--- src/rtl/agex_muldiv_seq.sv ---
// Radix-2 multi-cycle multiply/divide sequencer next to the AGEX ALU.
// Optional macro MULDIV_EARLY_OUT_EN: MUL exits CALC once the remaining multiplier is zero.
module agex_muldiv_seq #(
   parameter int DBITS   = 32,
   parameter int CNTBITS = 6
) (
   input  logic             clk,
   input  logic             reset,
   input  logic             start_i,
   input  logic [2:0]       op_i,
   input  logic [DBITS-1:0] opa_i,
   input  logic [DBITS-1:0] opb_i,
   input  logic             flush_i,
   output logic             busy_o,
   output logic             done_o,
   output logic [DBITS-1:0] result_o
);
   localparam logic [1:0] S_IDLE  = 2'd0;
   localparam logic [1:0] S_CALC  = 2'd1;
   localparam logic [1:0] S_FIXUP = 2'd2;
   localparam logic [1:0] S_DONE  = 2'd3;

   localparam logic [2:0] OP_MUL  = 3'd0;
   localparam logic [2:0] OP_DIV  = 3'd1;
   localparam logic [2:0] OP_DIVU = 3'd2;
   localparam logic [2:0] OP_REM  = 3'd3;
   localparam logic [2:0] OP_REMU = 3'd4;

   logic [1:0]         state_q, state_d;
   logic [CNTBITS-1:0] cnt_q, cnt_d;
   logic [2:0]         op_q, op_d;
   logic [DBITS-1:0]   a_q, a_d;
   logic [DBITS-1:0]   b_q, b_d;
   logic [DBITS:0]     rem_q, rem_d;
   logic               neg_q, neg_d;
   logic               sgn_a_q, sgn_a_d;
   logic [DBITS-1:0]   result_q, result_d;

   logic               accept, signed_op, special, calc_exit;
   logic [DBITS-1:0]   abs_a, abs_b, spec_res, prod;
   logic [DBITS:0]     rem_sh, diff;

   always_comb begin
      accept    = (state_q == S_IDLE) && start_i && !flush_i;
      signed_op = (op_i == OP_DIV) || (op_i == OP_REM);
      abs_a     = (signed_op && opa_i[DBITS-1]) ? -opa_i : opa_i;
      abs_b     = (signed_op && opb_i[DBITS-1]) ? -opb_i : opb_i;

      // Cases resolved at accept without iterating; the overflow case yields the dividend itself.
      special  = 1'b0;
      spec_res = '0;
      if (op_i > OP_REMU) begin
         special = 1'b1;
      end else if (op_i != OP_MUL && opb_i == '0) begin
         special  = 1'b1;
         spec_res = (op_i == OP_DIV || op_i == OP_DIVU) ? '1 : opa_i;
      end else if (signed_op && opa_i == {1'b1, {(DBITS-1){1'b0}}} && opb_i == '1) begin
         special  = 1'b1;
         spec_res = (op_i == OP_DIV) ? opa_i : '0;
      end

      prod   = rem_q[DBITS-1:0] + (b_q[0] ? a_q : '0);
      rem_sh = {rem_q[DBITS-1:0], a_q[DBITS-1]};
      diff   = rem_sh - {1'b0, b_q};

`ifdef MULDIV_EARLY_OUT_EN
      calc_exit = (cnt_q == '0) || (op_q == OP_MUL && b_q[DBITS-1:1] == '0);
`else
      calc_exit = (cnt_q == '0);
`endif
   end

   always_comb begin
      state_d  = state_q;
      cnt_d    = cnt_q;
      op_d     = op_q;
      a_d      = a_q;
      b_d      = b_q;
      rem_d    = rem_q;
      neg_d    = neg_q;
      sgn_a_d  = sgn_a_q;
      result_d = result_q;
      case (state_q)
         S_IDLE: begin
            if (accept) begin
               op_d    = op_i;
               cnt_d   = CNTBITS'(DBITS - 1);
               neg_d   = opa_i[DBITS-1] ^ opb_i[DBITS-1];
               sgn_a_d = opa_i[DBITS-1];
               a_d     = (op_i == OP_MUL) ? opa_i : abs_a;
               b_d     = (op_i == OP_MUL) ? opb_i : abs_b;
               rem_d   = '0;
               if (special) begin
                  result_d = spec_res;
                  state_d  = S_DONE;
               end else begin
                  state_d  = S_CALC;
               end
            end
         end
         S_CALC: begin
            if (op_q == OP_MUL) begin
               rem_d = {1'b0, prod};
               a_d   = a_q << 1;
               b_d   = b_q >> 1;
            end else if (!diff[DBITS]) begin
               rem_d = diff;
               a_d   = {a_q[DBITS-2:0], 1'b1};
            end else begin
               rem_d = rem_sh;
               a_d   = {a_q[DBITS-2:0], 1'b0};
            end
            if (cnt_q != '0) cnt_d = cnt_q - 1'b1;
            if (calc_exit) state_d = S_FIXUP;
         end
         S_FIXUP: begin
            case (op_q)
               OP_MUL:  result_d = rem_q[DBITS-1:0];
               OP_DIV:  result_d = neg_q ? -a_q : a_q;
               OP_DIVU: result_d = a_q;
               OP_REM:  result_d = sgn_a_q ? -rem_q[DBITS-1:0] : rem_q[DBITS-1:0];
               OP_REMU: result_d = rem_q[DBITS-1:0];
               default: result_d = '0;
            endcase
            state_d = S_DONE;
         end
         default: state_d = S_IDLE;
      endcase
      // A flush discards the op entirely, including a result about to be written.
      if (flush_i) begin
         state_d  = S_IDLE;
         result_d = result_q;
      end
   end

   always_ff @(posedge clk) begin
      if (reset) begin
         state_q  <= S_IDLE;
         cnt_q    <= '0;
         op_q     <= '0;
         a_q      <= '0;
         b_q      <= '0;
         rem_q    <= '0;
         neg_q    <= 1'b0;
         sgn_a_q  <= 1'b0;
         result_q <= '0;
      end else begin
         state_q  <= state_d;
         cnt_q    <= cnt_d;
         op_q     <= op_d;
         a_q      <= a_d;
         b_q      <= b_d;
         rem_q    <= rem_d;
         neg_q    <= neg_d;
         sgn_a_q  <= sgn_a_d;
         result_q <= result_d;
      end
   end

   assign busy_o   = (state_q != S_IDLE);
   assign done_o   = (state_q == S_DONE) && !flush_i;
   assign result_o = result_q;
endmodule

--- config.mk ---
export PLATFORM = sky130hd
export DESIGN_NAME = agex_muldiv_seq
export DESIGN_NICKNAME = d
export VERILOG_FILES = /design/src/rtl/agex_muldiv_seq.sv
export SDC_FILE = /design/constraint.sdc
export NUM_CORES = 1
export LEC_CHECK = 0
export ABC_CLOCK_PERIOD_IN_PS = 5100
export CAP_MARGIN = 10
export CORE_MARGIN = 1
export CORE_UTILIZATION = 50
export DETAILED_ROUTE_END_ITERATION = 7
export PLACE_DENSITY = 0.75
export SYNTH_ARGS = -nofsm -noshare
export SYNTH_HDL_FRONTEND = slang
export SYNTH_SLANG_ARGS = --single-unit
--- constraint.sdc ---
create_clock -name clk -period 5.1 [get_ports clk]
set_input_delay 0.765 -clock clk [delete_from_list [all_inputs] [get_ports clk]]
set_output_delay 0.765 -clock clk [all_outputs]
set_load 0.005 [all_outputs]
# After elaboration in Yosys (flattened, before gate mapping)
# Index checks and enable logic that the tools add are counted.
# totals
inputBits,71
out_inout_bits,34
word_cells,102
reg_bits,141
# classes
addsub,7
reduce_logical,29
bitwise_logic,2
magnitude_cmp,1
eq_ne,17
n_mux,37
# ops
cell,n
$mux 32,20
$pmux 32 s2,4
$neg 32->32,4
$pmux 32 s4,1
$eq 32x32->1 const B,2
$sub 33x32->33,1
$add 32x32->32,1
$logic_not 32->1,1
$eq 3x2->1 const B,4
$mux 6,2
$pmux 6 s2,1
$ne 2x2->1 const B,5
$logic_and 1x1->1,8
$eq 3x1->1 const B,2
$logic_not 3->1,2
$logic_not 6->1,1
$mux 2,3
$pmux 2 s3,1
$reduce_and 2->1,3
$reduce_and 3->1,2
$reduce_bool 2->1,3
$reduce_bool 6->1,1
$sub 6x1->6 const B,1
$mux 1,5
12 further kinds,15

# Logic depth before layout (Yosys ltp)
# depth
depth_word,10
depth_mapped,14
depth_no_buf,13

# Least setup slack after synthesis
# No wires, ideal clock.
# synth_path
path_type,input to register
start,in opa_i[0]
end,reg result_q[21] (netlist: result_o[21])
setup_ns,0.088
t_arrival_ns,3.175
path_stages,13
setup_slack_ns,1.836
path_cell_list,inv_1 -> ha_1 -> or3b_2 -> nor4_1 -> nand3_1 -> nor4_1 -> nor3_1 -> o22ai_2 -> and2b_1 -> buf_6 -> buf_6 -> nor2_1 -> a311oi_2
# synth_via
elab_chain_len,9
word_cells_on_any_way,14
cone_classes,eq/ne: 2; mux: 9; reduce/logical: 3
# synth_rtl
element,line_no,text
"start, declared",11,"input logic [DBITS-1:0] opa_i,"
$eq 32x32->1 (*),57,"end else if (signed_op && opa_i == {1'b1, {(DBITS-1){1'b0}}} && opb_i == '1) begin"
$logic_and 1x1->1 (*) (2 in series),57,
$mux 32,57,
$mux 32,54,end else if (op_i != OP_MUL && opb_i == '0) begin
$mux 32,52,if (op_i > OP_REMU) begin
$mux 32,93,if (special) begin
$mux 32,85,if (accept) begin
$pmux 32 s2,83,case (state_q)
"end signal, assigned",156,result_q <= result_d;
"end, declared",37,"logic [DBITS-1:0] result_q, result_d;"
# Mark *: on every way between the ends. The rest lies on a longest branch, timed or not. The select of a mux whose other input is x is not followed.
# A chain may end at the register's enable or synchronous reset.

# Worst setup path after layout
# layout_path
start,in opa_i[0]
end,reg result_q[16] (netlist: result_o[16])
# Same word-level chain as after synthesis.

==> summary by stage <==
Clock tree
The H-tree generated during clock tree synthesis spans 4 levels. The number of hold buffers added after CTS was 0. Clock tree synthesis inserted a total of 17 buffers. The root buffer cell chosen for the clock tree is sky130_fd_sc_hd__clkbuf_16. After clock tree synthesis, the setup repair step added 0 buffers.

The number of cells upsized or downsized after cts is 0. The clock tree from TritonCTS is yes. The number of buffers on the longest clock path is 2. The clock insertion delay at the later pin of the skew report is 440 ps. After clock tree synthesis, the clock-pin slew on the worst setup and hold paths is 70 ps. The total number of clock tree sinks is 141.

Worst setup path
The endpoint required time on the critical path is roughly 5400 ps. Among cell families on the critical path, the largest total delay comes from simple AND/OR/NAND/NOR gates. Of all nets on the critical path, the largest fanout is 54. The endpoint kind of the worst setup timing path is a register. The category of the worst setup path launch point is a primary input. The standard cell with the maximum stage delay on the critical path is sky130_fd_sc_hd__nor4_1.

The largest single stage delay on the critical path is 690 ps. STA puts the critical path data arrival time at ~4700 ps. The critical path goes through clkdlybuf4s50_1 > inv_1 > ha_1 > or3b_2 > nor4_1 > nand3_1 > nor4_1 > nor3_1 > o22ai_2 > and2b_2 > buf_12 > nor2_1 > a311oi_2. The number of buffers and inverters on the critical path is 3. The most prevalent standard cell on the critical path is sky130_fd_sc_hd__nor4_1. The path type of the worst setup path is primary input to register.

Placement
The placer's final routability congestion estimate is 0.961. Port buffering added roughly 100 buffers. The sum of net half-perimeters after detailed placement is 36,600 um.

The count of placed standard cells including taps is ~2.3k.

Die
In this run the vertical extent of the chip is 169 um. Row generation in the floorplan step produced 60 rows. After floorplanning, the core was sized to cover 27,100 um^2. The initial utilization of the core area, before any placement, comes to 0.512. around 110 I/O pins were placed.

The width of the die is 169 um. The die outline area is 28,400 um^2.

Synth
The synthesized design contains 0 enable-type register cells. The sequential share of the synthesized area is 0.203. The synthesized netlist occupies a cell area of 13,900 um^2.

The yosys synthesis warning count is 0. After synthesis, the cell types taking the most area are sky130_fd_sc_hd__dfxtp_1 20%, sky130_fd_sc_hd__nand2_1 7.1%, sky130_fd_sc_hd__ha_1 6.8%. Counting flops and latches in the post-synthesis netlist gives 141. The most used flip-flop cell after synthesis is sky130_fd_sc_hd__dfxtp_1. Counting flops with an async set or reset pin after synthesis yields a share of 0.

The synthesized design spends more area on one cell type than any other, namely sky130_fd_sc_hd__dfxtp_1. Synthesis produced a netlist with a net count of approximately 2.1k. The mean post-synth cell area is 7.06 um^2.

The area fraction of the dominant cell type after synthesis is 0.203. The cell count after synthesis came out at 1,968. After synthesis, the netlist uses 83 different library cells.

Global routing
The number of antenna violations at the first check in global routing is 0. The number of global-route vias before repair is 13.9k. For this run, the total global-route usage over all layers was measured as 0.337. The largest net degree at the start of global routing is 96. For this run the aggregate overflow at the end of global routing stands at 0.

The global-route wire length before repair is about 76,000 um.

Route
The detailed router finished its first iteration with 1,689 violations. The detail route stage leaves a number of antenna-violating nets equal to 0. The via density per instance is 6.44. In the routed design, unresolved DRC markers number 0.

The first TritonRoute pass finished after 6 iterations. The average wire length per cell after detail routing is a little over 20 um. The routed wire length is 48,800 um.

The via total after detailed routing is 15.3k.

STA
Setup repair after global routing left no endpoint under its margin. The final critical path time including I/O delays and setup is 4310 ps. The maximum clock frequency is 232 MHz.

The worst slew margin relative to its limit is 0.276. The number of hold violations in the final report is 0. The count of endpoints failing setup in the final report is 0. For the pin with the worst max-slew slack, the measured transition is between 1000 and 1500 ps. Between clock sinks in the finished design, the worst skew comes to 12.2 ps. The worst hold slack across all endpoints is 471 ps. In the finished design, the share of the clock period the worst path needs comes to 0.846. The total negative setup slack is 0 ps. The number of slew-limit violations in the final report came to 0.

Flow run
The total of max-cap violations is 0.

Pwr
The maximum vdd ir drop is 0.228 mV. The leakage power of the design is 5.89 nW. Power spread over the standard cell area amounts to 228 nW/um^2.

Finish
The area growth from synthesis to layout is 12.9%. The net total in the final layout is 2,140. The ratio of cells with drive above 1 in the final layout is 0.0599. The number of antenna diodes in the final layout is 0. The number of standard cells in the layout, taps in and fillers out is 2,376. Once layout is complete, the utilization of the core stands at 0.578.

Hold path
The path category of the worst min-delay check is register to register.

Status
The flow ran to the end, and the final reports show no timing, DRC or antenna violations.
sequential cells by signal, summed over array words and instances (netlist names):
signal and flops:
a_q 32, rem_q 32, state_q 2, b_q 32, sgn_a_q 1, op_q 3, cnt_q 6, result_o 32
neg_q 1
worst register-to-register path, cell delays in order, from the launching register on:
cell and delay, ps:
sky130_fd_sc_hd__dfxtp_1 420, sky130_fd_sc_hd__inv_1 160, sky130_fd_sc_hd__ha_1 280, sky130_fd_sc_hd__fa_1 430, sky130_fd_sc_hd__nor2b_1 180, sky130_fd_sc_hd__o31a_1 200
sky130_fd_sc_hd__o21ai_0 150, sky130_fd_sc_hd__buf_4 180, sky130_fd_sc_hd__a21oi_1 130, sky130_fd_sc_hd__buf_4 160, sky130_fd_sc_hd__a21oi_1 170, sky130_fd_sc_hd__xnor2_4 700
sky130_fd_sc_hd__buf_4 290, sky130_fd_sc_hd__mux2_2 340, sky130_fd_sc_hd__o21ai_0 150, sky130_fd_sc_hd__a22o_1 140
area by class of cell:
cell class                 instances  area [um^2]
tap                              372          465
multi-input combinational       1623        10300
inverter                          74          278
clock buffer                      19          443
fill                            2588        11400
timing repair buffer             134         1280
clock inverter                    13          130
sequential                       141         2820
routing by layer:
metal,routed length [um],up-vias,GRT usage
met5,0,-,0
met4,1540,0,0.125
met3,3750,120,0.0484
met2,22400,752,0.544
met1,21100,7257,0.454
li1,-,7167,-
cells by family after synthesis:
logic type	after synthesis	share of synthesized area
flip-flops	141	0.203
XOR/XNOR	145	0.0920
buffers and inverters	204	0.0605
AO/OA/AOI/OAI	669	0.310
multiplexers	29	0.0214
AND/OR/NAND/NOR	702	0.242
adder cells (fa/ha/maj)	78	0.0714
stage by stage:
step | setup slack (ps) | power [W] | area (um^2)
6_report | 788 | 0.00357 | 15700
2_1_floorplan | 1840 | 0.00194 | 13900
3_5_place_dp | 602 | 0.00229 | 15100
5_1_grt | 733 | 0.00371 | 15700
3_3_place_gp | 752 | 0.00227 | 15100
4_1_cts | 956 | 0.00354 | 15700
synth_stat cells, types with 10 or more instances:
master	number
sky130_fd_sc_hd__a211oi_1	27
sky130_fd_sc_hd__a21o_1	31
sky130_fd_sc_hd__a21oi_1	189
sky130_fd_sc_hd__a221oi_1	11
sky130_fd_sc_hd__a22oi_1	19
sky130_fd_sc_hd__a311oi_2	14
sky130_fd_sc_hd__a31oi_1	20
sky130_fd_sc_hd__and2_1	44
sky130_fd_sc_hd__and3_1	13
sky130_fd_sc_hd__clkbuf_1	103
sky130_fd_sc_hd__dfxtp_1	141
sky130_fd_sc_hd__ha_1	76
sky130_fd_sc_hd__inv_1	72
sky130_fd_sc_hd__mux2i_1	24
sky130_fd_sc_hd__nand2_1	262
sky130_fd_sc_hd__nand2b_1	25
sky130_fd_sc_hd__nand3_1	33
sky130_fd_sc_hd__nand4_1	20
sky130_fd_sc_hd__nor2_1	160
sky130_fd_sc_hd__nor2b_1	17
sky130_fd_sc_hd__nor3_1	46
sky130_fd_sc_hd__nor4_1	16
sky130_fd_sc_hd__o211ai_1	30
sky130_fd_sc_hd__o21ai_0	186
sky130_fd_sc_hd__o31a_1	10
sky130_fd_sc_hd__o31ai_1	25
sky130_fd_sc_hd__o41ai_1	17
sky130_fd_sc_hd__or2_2	10
sky130_fd_sc_hd__or3_1	13
sky130_fd_sc_hd__or4_1	13
sky130_fd_sc_hd__xnor2_1	66
sky130_fd_sc_hd__xor2_1	78
path summary, 6_finish.rpt:
check           start           end  slack [ps]  cells past startpoint
min reg2reg   b_q[29]       b_q[29]         470                      2
max reg2reg   a_q[31]      rem_q[6]         960                     15
max          opa_i[0]  result_o[16]         790                     13
min           b_q[29]       b_q[29]         470                      2
where the power goes:
group,switching (W),total (W),internal (W),leakage [nW]
Sequential,0.0000775,0.00124,0.00116,1.15
Combinational,0.000642,0.00106,0.000423,4.48
Clock,0.000575,0.00127,0.000695,0.262
cell usage in the layout (no fill, tap or decap), types with 17 or more instances in the layout:
cell type	instances
sky130_fd_sc_hd__nand3_1	33
sky130_fd_sc_hd__buf_4	30
sky130_fd_sc_hd__xor2_1	78
sky130_fd_sc_hd__xnor2_1	66
sky130_fd_sc_hd__nand4_1	20
sky130_fd_sc_hd__nor3_1	46
sky130_fd_sc_hd__nor2b_1	17
sky130_fd_sc_hd__ha_1	75
sky130_fd_sc_hd__and2_1	44
sky130_fd_sc_hd__clkdlybuf4s50_1	103
sky130_fd_sc_hd__o21ai_0	185
sky130_fd_sc_hd__nand2_1	262
sky130_fd_sc_hd__o31ai_1	25
sky130_fd_sc_hd__a21o_1	31
sky130_fd_sc_hd__nor2_1	159
sky130_fd_sc_hd__a22oi_1	19
sky130_fd_sc_hd__a21oi_1	188
sky130_fd_sc_hd__nand2b_1	25
sky130_fd_sc_hd__a31oi_1	20
sky130_fd_sc_hd__o41ai_1	17
sky130_fd_sc_hd__clkbuf_16	17
sky130_fd_sc_hd__a211oi_1	27
sky130_fd_sc_hd__mux2i_1	24
sky130_fd_sc_hd__o211ai_1	30
sky130_fd_sc_hd__inv_1	72
sky130_fd_sc_hd__dfxtp_1	141
Note: power is estimated with default switching activity, not from simulation.
